**config.mk**
```make
export PLATFORM = sky130hd
export DESIGN_NAME = decode_stage_flat
export DESIGN_NICKNAME = d
export VERILOG_FILES = /design/src/rtl/decode_stage_if.sv /design/src/rtl/decode_stage.sv /design/src/flat_wrapper.sv
export SDC_FILE = /design/constraint.sdc
export NUM_CORES = 1
export LEC_CHECK = 0
export CORE_MARGIN = 4
export CORE_UTILIZATION = 34
export CTS_BUF_LIST = sky130_fd_sc_hd__clkbuf_4 sky130_fd_sc_hd__clkbuf_8 sky130_fd_sc_hd__clkbuf_16
export DETAILED_ROUTE_END_ITERATION = 10
export GPL_TIMING_DRIVEN = 0
export PLACE_DENSITY = 0.63
export SLEW_MARGIN = 20
export SYNTH_ARGS = -nofsm -noshare
export SYNTH_HDL_FRONTEND = slang
export SYNTH_SLANG_ARGS = --single-unit
```
**constraint.sdc**
```tcl
create_clock -name CLK -period 4.28 [get_ports CLK]
set_input_delay 0.428 -clock CLK [delete_from_list [all_inputs] [get_ports CLK]]
set_output_delay 0.428 -clock CLK [all_outputs]
set_load 0.05 [all_outputs]
```
**src/rtl/decode_stage_if.sv**
```systemverilog
// Bus bundle between the IF/ID latch, register file, EX/MEM forwarding source and ID/EX consumer.
interface decode_stage_if #(parameter int CNT_W = 16);
  logic             ifid_valid;
  logic [31:0]      ifid_instr;
  logic [31:0]      ifid_npc;
  logic [4:0]       rsel1;
  logic [4:0]       rsel2;
  logic [31:0]      rdat1;
  logic [31:0]      rdat2;
  logic             exmem_wen;
  logic [4:0]       exmem_wsel;
  logic [31:0]      exmem_wdat;
  logic             ex_stall;
  logic             flush;
  logic             ifid_stall;
  logic             idex_valid;
  logic [31:0]      idex_instr;
  logic [31:0]      idex_npc;
  logic [31:0]      idex_rdat1;
  logic [31:0]      idex_rdat2;
  logic [4:0]       idex_wsel;
  logic             idex_wen;
  logic             idex_memread;
  logic [CNT_W-1:0] bubble_cnt;

  modport master (
    output ifid_valid, ifid_instr, ifid_npc, rdat1, rdat2,
           exmem_wen, exmem_wsel, exmem_wdat, ex_stall, flush,
    input  rsel1, rsel2, ifid_stall, idex_valid, idex_instr, idex_npc,
           idex_rdat1, idex_rdat2, idex_wsel, idex_wen, idex_memread, bubble_cnt
  );

  modport slave (
    input  ifid_valid, ifid_instr, ifid_npc, rdat1, rdat2,
           exmem_wen, exmem_wsel, exmem_wdat, ex_stall, flush,
    output rsel1, rsel2, ifid_stall, idex_valid, idex_instr, idex_npc,
           idex_rdat1, idex_rdat2, idex_wsel, idex_wen, idex_memread, bubble_cnt
  );
endinterface

```
**src/rtl/decode_stage.sv**
```systemverilog
// Instruction decode: register reads with EX/MEM forwarding, load-use hazard detection,
// and the ID/EX pipeline register with flush/stall/bubble control and a bubble counter.
module decode_stage #(
  parameter int CNT_W = 16
) (
  input logic          CLK,
  input logic          nRST,
  decode_stage_if.slave bus
);
  localparam int DATA_W = 32;

  localparam logic [5:0] OP_RTYPE = 6'h00;
  localparam logic [5:0] OP_J     = 6'h02;
  localparam logic [5:0] OP_JAL   = 6'h03;
  localparam logic [5:0] OP_BEQ   = 6'h04;
  localparam logic [5:0] OP_BNE   = 6'h05;
  localparam logic [5:0] OP_LW    = 6'h23;
  localparam logic [5:0] OP_SW    = 6'h2B;
  localparam logic [5:0] FN_JR    = 6'h08;

  function automatic logic [CNT_W-1:0] sat_inc(input logic [CNT_W-1:0] v);
    return (&v) ? v : v + {{(CNT_W-1){1'b0}}, 1'b1};
  endfunction

  function automatic logic [DATA_W-1:0] fwd_sel(
    input logic [4:0]        sel,
    input logic [DATA_W-1:0] rf,
    input logic              wen,
    input logic [4:0]        wsel,
    input logic [DATA_W-1:0] wdat
  );
    return (wen && (wsel != 5'd0) && (wsel == sel)) ? wdat : rf;
  endfunction

  logic [5:0]        op;
  logic [5:0]        funct;
  logic [4:0]        rs;
  logic [4:0]        rt;
  logic [4:0]        rd;
  logic [4:0]        wsel_dec;
  logic              no_write;
  logic              wen_dec;
  logic              memread_dec;
  logic              uses_rt;
  logic [DATA_W-1:0] opnd1;
  logic [DATA_W-1:0] opnd2;
  logic              hazard;

  logic              vld_p1;
  logic [DATA_W-1:0] instr_p1;
  logic [DATA_W-1:0] npc_p1;
  logic [DATA_W-1:0] rdat1_p1;
  logic [DATA_W-1:0] rdat2_p1;
  logic [4:0]        wsel_p1;
  logic              wen_p1;
  logic              memread_p1;
  logic [CNT_W-1:0]  bubble_cnt_q;

  assign op    = bus.ifid_instr[31:26];
  assign funct = bus.ifid_instr[5:0];
  assign rs    = bus.ifid_instr[25:21];
  assign rt    = bus.ifid_instr[20:16];
  assign rd    = bus.ifid_instr[15:11];

  assign wsel_dec    = (op == OP_RTYPE) ? rd : (op == OP_JAL) ? 5'd31 : rt;
  assign no_write    = (op == OP_SW) || (op == OP_BEQ) || (op == OP_BNE) || (op == OP_J) ||
                       ((op == OP_RTYPE) && (funct == FN_JR));
  assign wen_dec     = !no_write && (wsel_dec != 5'd0);
  assign memread_dec = (op == OP_LW);
  assign uses_rt     = (op == OP_RTYPE) || (op == OP_SW) || (op == OP_BEQ) || (op == OP_BNE);

  assign bus.rsel1 = rs;
  assign bus.rsel2 = rt;

  // Writeback needs no path here: the register file writes on negedge, so rdat is already current.
  assign opnd1 = fwd_sel(rs, bus.rdat1, bus.exmem_wen, bus.exmem_wsel, bus.exmem_wdat);
  assign opnd2 = fwd_sel(rt, bus.rdat2, bus.exmem_wen, bus.exmem_wsel, bus.exmem_wdat);

  assign hazard = bus.ifid_valid && vld_p1 && memread_p1 && (wsel_p1 != 5'd0) &&
                  ((wsel_p1 == rs) || (uses_rt && (wsel_p1 == rt)));

  assign bus.ifid_stall = !bus.flush && (bus.ex_stall || hazard);

  // ---- ID/EX boundary ----
  always_ff @(posedge CLK or negedge nRST) begin
    if (!nRST) begin
      vld_p1       <= 1'b0;
      instr_p1     <= '0;
      npc_p1       <= '0;
      rdat1_p1     <= '0;
      rdat2_p1     <= '0;
      wsel_p1      <= '0;
      wen_p1       <= 1'b0;
      memread_p1   <= 1'b0;
      bubble_cnt_q <= '0;
    end else if (bus.flush) begin
      vld_p1 <= 1'b0;
    end else if (bus.ex_stall) begin
      vld_p1 <= vld_p1;
    end else if (hazard) begin
      vld_p1       <= 1'b0;
      wen_p1       <= 1'b0;
      memread_p1   <= 1'b0;
      bubble_cnt_q <= sat_inc(bubble_cnt_q);
    end else begin
      vld_p1     <= bus.ifid_valid;
      instr_p1   <= bus.ifid_instr;
      npc_p1     <= bus.ifid_npc;
      rdat1_p1   <= opnd1;
      rdat2_p1   <= opnd2;
      wsel_p1    <= wsel_dec;
      wen_p1     <= wen_dec && bus.ifid_valid;
      memread_p1 <= memread_dec && bus.ifid_valid;
    end
  end

  assign bus.idex_valid   = vld_p1;
  assign bus.idex_instr   = instr_p1;
  assign bus.idex_npc     = npc_p1;
  assign bus.idex_rdat1   = rdat1_p1;
  assign bus.idex_rdat2   = rdat2_p1;
  assign bus.idex_wsel    = wsel_p1;
  assign bus.idex_wen     = wen_p1;
  assign bus.idex_memread = memread_p1;
  assign bus.bubble_cnt   = bubble_cnt_q;
endmodule

```
**src/flat_wrapper.sv**
```systemverilog
// flat-port wrapper written by rule: the top's interface ports become plain ports
module decode_stage_flat 
#(
  parameter int CNT_W = 16
)
  (CLK, nRST, bus_ifid_valid, bus_ifid_instr, bus_ifid_npc, bus_rdat1, bus_rdat2, bus_exmem_wen, bus_exmem_wsel, bus_exmem_wdat, bus_ex_stall, bus_flush, bus_rsel1, bus_rsel2, bus_ifid_stall, bus_idex_valid, bus_idex_instr, bus_idex_npc, bus_idex_rdat1, bus_idex_rdat2, bus_idex_wsel, bus_idex_wen, bus_idex_memread, bus_bubble_cnt);
  decode_stage_if #(.CNT_W(CNT_W)) bus_i ();
  input logic CLK;
  input logic nRST;
  input wire logic [$bits(bus_i.ifid_valid)-1:0] bus_ifid_valid;
  input wire logic [$bits(bus_i.ifid_instr)-1:0] bus_ifid_instr;
  input wire logic [$bits(bus_i.ifid_npc)-1:0] bus_ifid_npc;
  input wire logic [$bits(bus_i.rdat1)-1:0] bus_rdat1;
  input wire logic [$bits(bus_i.rdat2)-1:0] bus_rdat2;
  input wire logic [$bits(bus_i.exmem_wen)-1:0] bus_exmem_wen;
  input wire logic [$bits(bus_i.exmem_wsel)-1:0] bus_exmem_wsel;
  input wire logic [$bits(bus_i.exmem_wdat)-1:0] bus_exmem_wdat;
  input wire logic [$bits(bus_i.ex_stall)-1:0] bus_ex_stall;
  input wire logic [$bits(bus_i.flush)-1:0] bus_flush;
  output wire logic [$bits(bus_i.rsel1)-1:0] bus_rsel1;
  output wire logic [$bits(bus_i.rsel2)-1:0] bus_rsel2;
  output wire logic [$bits(bus_i.ifid_stall)-1:0] bus_ifid_stall;
  output wire logic [$bits(bus_i.idex_valid)-1:0] bus_idex_valid;
  output wire logic [$bits(bus_i.idex_instr)-1:0] bus_idex_instr;
  output wire logic [$bits(bus_i.idex_npc)-1:0] bus_idex_npc;
  output wire logic [$bits(bus_i.idex_rdat1)-1:0] bus_idex_rdat1;
  output wire logic [$bits(bus_i.idex_rdat2)-1:0] bus_idex_rdat2;
  output wire logic [$bits(bus_i.idex_wsel)-1:0] bus_idex_wsel;
  output wire logic [$bits(bus_i.idex_wen)-1:0] bus_idex_wen;
  output wire logic [$bits(bus_i.idex_memread)-1:0] bus_idex_memread;
  output wire logic [$bits(bus_i.bubble_cnt)-1:0] bus_bubble_cnt;
  assign bus_i.ifid_valid = bus_ifid_valid;
  assign bus_i.ifid_instr = bus_ifid_instr;
  assign bus_i.ifid_npc = bus_ifid_npc;
  assign bus_i.rdat1 = bus_rdat1;
  assign bus_i.rdat2 = bus_rdat2;
  assign bus_i.exmem_wen = bus_exmem_wen;
  assign bus_i.exmem_wsel = bus_exmem_wsel;
  assign bus_i.exmem_wdat = bus_exmem_wdat;
  assign bus_i.ex_stall = bus_ex_stall;
  assign bus_i.flush = bus_flush;
  assign bus_rsel1 = bus_i.rsel1;
  assign bus_rsel2 = bus_i.rsel2;
  assign bus_ifid_stall = bus_i.ifid_stall;
  assign bus_idex_valid = bus_i.idex_valid;
  assign bus_idex_instr = bus_i.idex_instr;
  assign bus_idex_npc = bus_i.idex_npc;
  assign bus_idex_rdat1 = bus_i.idex_rdat1;
  assign bus_idex_rdat2 = bus_i.idex_rdat2;
  assign bus_idex_wsel = bus_i.idex_wsel;
  assign bus_idex_wen = bus_i.idex_wen;
  assign bus_idex_memread = bus_i.idex_memread;
  assign bus_bubble_cnt = bus_i.bubble_cnt;
  decode_stage #(.CNT_W(CNT_W)) u_core (.CLK(CLK), .nRST(nRST), .bus(bus_i));
endmodule
```
# Word-level counts from Yosys, hierarchy flattened
# Index checks and enable logic that the tools add are counted.
# word_totals
wordCells	67
ramBits	0
regBits	152
output_inout_bits	163
mem_bits_ro	0
input_bits	171
mem_count	0
latch_bits	0
# classes
magnitude_cmp	0
n_eq_ne	12
addsub	1
n_mux	9
n_reduce_logical	32
bitwise	4
multipliers	0
n_div	0
n_shift	0
# op_table
op	n
two-way mux 32 bit	2
== test 5 bit	4
adder 16 x 1 -> 16 bit (second input constant)	1
AND reduction 16 bit	1
nonzero test 5 bit	3
logical AND 1 bit	13
== test 6 x 2 -> 1 bit (second input constant)	2
== test 6 x 3 -> 1 bit (second input constant)	2
== test 6 bit (second input constant)	2
two-way mux 5 bit	2
logical OR 1 bit	9
== test 6 x 4 -> 1 bit (second input constant)	1
logical NOT 6 bit	1
two-way mux 1 bit	5
NOT 1 bit	4
AND reduction 4 bit	1
AND reduction 3 bit	1
logical NOT 1 bit	2
!= test 2 x 1 -> 1 bit (second input constant)	1
AND reduction 2 bit	1

# Longest topological paths before layout
# depth
word_depth	10
mapped_depth	9
mapped_depth_nobuf	6

# Worst setup path before layout
# OpenSTA, ideal clock, no wires.
# synth_timing
path_type	flip-flop to output port
from	register u_core.wsel_p1[4], in the netlist u_core.bus.idex_wsel[4]
to	output port bus_ifid_stall
setup_slack_ps	1490
required_ps	3852
arrival_ps	2362
path_stages_with_launch	6
path_buffers	1
cell_sequence	dfrtp_1 > xor2_1 > nor4_4 > nand4_4 > buf_6 > a31oi_1
# synth_via
elab_chain_cells	6
elab_cells_between_ends	9
classes_between	eq/ne: 2; reduce/logical: 7
# synth_rtl
element	line_no	text
start: declaration	decode_stage.sv:54	logic [4:0] wsel_p1;
start signal: assignment	decode_stage.sv:111	wsel_p1 <= wsel_dec;
== test 5 bit	decode_stage.sv:80	((wsel_p1 == rs) || (uses_rt && (wsel_p1 == rt)));
logical AND 1 bit	decode_stage.sv:80	
logical OR 1 bit	decode_stage.sv:80	
logical AND 1 bit (*)	decode_stage.sv:79	assign hazard = bus.ifid_valid && vld_p1 && memread_p1 && (wsel_p1 != 5'd0) &&
logical OR 1 bit (*)	decode_stage.sv:82	assign bus.ifid_stall = !bus.flush && (bus.ex_stall || hazard);
logical AND 1 bit (*)	decode_stage.sv:82	
end: declaration	flat_wrapper.sv:22	output wire logic [$bits(bus_i.ifid_stall)-1:0] bus_ifid_stall;
# Mark *: on every way between the ends. The rest lies on a longest branch, timed or not.

# Worst setup path after layout
# layout_timing
from	input port bus_ifid_instr[17]
to	output port bus_ifid_stall
# layout_via
elab_chain_cells	6
# layout_rtl
element	line_no	text
start: declaration	flat_wrapper.sv:11	input wire logic [$bits(bus_i.ifid_instr)-1:0] bus_ifid_instr;
== test 5 bit	decode_stage.sv:80	
logical AND 1 bit	decode_stage.sv:80	
logical OR 1 bit	decode_stage.sv:80	
logical AND 1 bit	decode_stage.sv:79	
logical OR 1 bit	decode_stage.sv:82	
logical AND 1 bit	decode_stage.sv:82	
# Every way passes these cells.

==> flow_summary.ini <==
[status]
status = completed

[power]
clock_power_share = 0.304
combPwrFrac = 0.349
internal_power_mw = 3.23
power_density_nw_per_um2 = 422
seqPwrFrac = 0.348
p_leak_nw = 4.92
swShare = 0.355
p_switching_mw = 1.78
total_power_mw = 5.01
vdd_drop_max_v = 0.000222

[critical_path]
reg2regPathDepth = 8
rr_startpoint = u_core.bus.idex_wsel[4]
start_kind = input port
cp.arrival_ns = 3.08
rrSetupSlack_ns = 1.79
r2r_end = u_core.bus.idex_npc[26]
required_ns = 3.85
critical_path_class = in -> out
end_kind = primary output
cp_max_fo = 10

[route]
drtAntennaViolNets = 0
via_per_inst = 4.85
wirelength_um = 22800
routed-via-count = 5669
dr.pass1.iters = 4
drc_errors = 0
drt_iter0_drc = 178
avgRoutedWirePerCell_um = 19.6

[logic_synthesis]
async_flop_share = 1.00
yosys.cell_types.count = 41
synth_nets = 692
syn_area_um2 = 7520
synthesis.instances = 520
yosysMostFrequentCell = dfrtp_1
seq_area_frac_synth = 0.505
synth-seq-cells = 152
synth.area.top_cells = dfrtp_1 (51%), mux2_2 (21%), mux2_4 (12%)
ys_top_cells_by_count = dfrtp_1 (152), mux2_2 (138), mux2_4 (60)
synth-main-ff-cell = dfrtp_1
synth_largest_area_cell = dfrtp_1
synth-warning-count = 0
netlist.area_leader.share = 0.505
avgSynthCellArea_um2 = 14.5
synth-edff-count = 0

[worst_hold_path]
hold_class = reg -> reg
whs_endpoint = u_core.bus.bubble_cnt[12]
worstHoldPathCells = 1
hold_start = u_core.bus.bubble_cnt[12]

[finish]
drive_gt1_frac = 0.311
stdcell_area_um2 = 11900
nNetsFinal = 1046
synthToLayoutAreaGrowth_pct = 57.5
fin_cells = 1168

[place]
dp_hpwl_um = 18000
place.gp.congestion = 0.804
placed_cell_area_um2 = 11200
place_inst = 1134
io_buffers = 333

[cts]
clock_path_buffers = 2
cts_inserted_buffers = 17
hold_buffers = 1
clk_pin_slew_ns = 0.07
clock-sinks = 152
cts_setup_buffers = 0
ctsResizeCount = 0
cts_tree = built
cts_root_buffer = clkbuf_16
cts_max_level = 4
clock_latency_ns = 0.42

[sta]
finalMaxSlewViolations = 0
fin_skew_ns = 0.0108
max_freq_mhz = 285
setup_violations = 0
post-route-period-util = 0.819
hold_viol = 0
period_needed_ns = 3.51
max_slew_margin = 0.561
grt_setup_unrepaired = false
worstMarginPinSlew_ns = 0.653
final.setup.tns_ns = 0

[floorplan]
coreArea_um2 = 21800
chipWidth_um = 157
io_pins = 334
initial_core_util = 0.345
die_h_um = 157
dieArea_um2 = 24600
fp-row-count = 54

[global_routing]
grt_use_total = 0.183
grt_first_pass_wirelength_um = 34800
grt-ovfl-total = 0
grt_max_degree = 95
first_global_vias = 6216
antenna_found_initial = 1

[job]
maxCapViolCount = 0
-- flip-flops by register name, indices dropped and copies added (netlist names) --
signal	flops
u_core.bus.idex_rdat2	32
u_core.bus.idex_memread	1
u_core.bus.idex_rdat1	32
u_core.bus.idex_instr	32
u_core.bus.idex_wsel	5
u_core.bus.idex_valid	1
u_core.bus.idex_npc	32
u_core.bus.bubble_cnt	16
u_core.bus.idex_wen	1
-- layer usage --
layer,vias to the layer above,GRT usage,share of wire
met5,-,0,0
met4,0,0.0607,0.021
met3,30,0.0550,0.075
met2,224,0.328,0.53
met1,2806,0.208,0.38
li1,2609,-,-
-- kinds of logic (layout without fill, tap and decap cells) --
group,after synthesis,in the layout,share of synthesized area
multiplexers,198,198,0.326
other,0,1,0
XOR/XNOR,35,35,0.0407
AO/OA/AOI/OAI,36,36,0.0371
adder cells (fa/ha/maj),1,1,0.00166
AND/OR/NAND/NOR,58,58,0.0499
flip-flops,152,152,0.505
buffers and inverters,40,407,0.0389
-- critical path, stage by stage --
cell             delay (ns)
clkdlybuf4s50_1        0.55
xor2_1                 0.25
nor4_4                 0.33
nand4_4                0.22
buf_6                  0.20
a31oi_1                0.22
clkdlybuf4s50_1        0.86
-- worst max-delay path by stage --
stage | startpoint | end | slack [ns] | depth (start not counted)
final | bus_ifid_instr[17] | bus_ifid_stall | 0.77 | 7
after global routing | bus_ifid_instr[27] | bus_ifid_stall | 0.68 | 8
after CTS | bus_ifid_instr[20] | bus_ifid_stall | 0.76 | 7
after global placement | nRST | u_core.bus.idex_rdat1[3] | -3.35 | 1
after detailed placement | bus_ifid_instr[20] | bus_ifid_stall | 0.76 | 7
after floorplan | u_core.bus.idex_wsel[4] | bus_ifid_stall | 1.49 | 5
-- power groups by stage --
| stage | clock network [mW] | logic (mW) | registers (mW) |
|---|---|---|---|
| 3_3_place_gp | 0 | 1.74 | 1.76 |
| 6_report | 1.52 | 1.75 | 1.74 |
| 4_1_cts | 1.57 | 1.76 | 1.74 |
| 2_1_floorplan | 0 | 0.353 | 2.44 |
| 3_5_place_dp | 0 | 1.76 | 1.77 |
| 5_1_grt | 1.62 | 1.82 | 1.76 |
-- stage by stage --
stage | utilization | hold slack [ns] | setup WS (ns)
finish | 0.543 | 0.495 | 0.773
global route | 0.543 | 0.515 | 0.680
CTS | 0.543 | 0.494 | 0.760
detailed placement | 0.515 | 0.384 | 0.763
global placement | 0.514 | 0.487 | -3.35
floorplan | - | 0.132 | 1.49
-- cell type report --
type                            count  area, um^2
Clock inverter                     12         143
Sequential cell                   152        3800
Buffer                             36         278
Fill cell                        1797        9970
Antenna cell                        1        2.50
Clock buffer                       20         448
Inverter                            4        15.0
Multi-Input combinational cell    328        3430
Tap cell                          280         350
Timing Repair Buffer              335        3380
-- placed cells by master, fill, tap and decap left out, types with 7 or more instances in the layout --
| master | n |
|---|---|
| nand3_1 | 14 |
| buf_4 | 10 |
| buf_2 | 12 |
| clkdlybuf4s50_1 | 332 |
| mux2_4 | 60 |
| mux2_2 | 138 |
| xnor2_1 | 7 |
| xor2_1 | 28 |
| nor2_1 | 10 |
| clkbuf_16 | 17 |
| buf_6 | 12 |
| dfrtp_1 | 152 |
(Power assumes the default switching activity.)
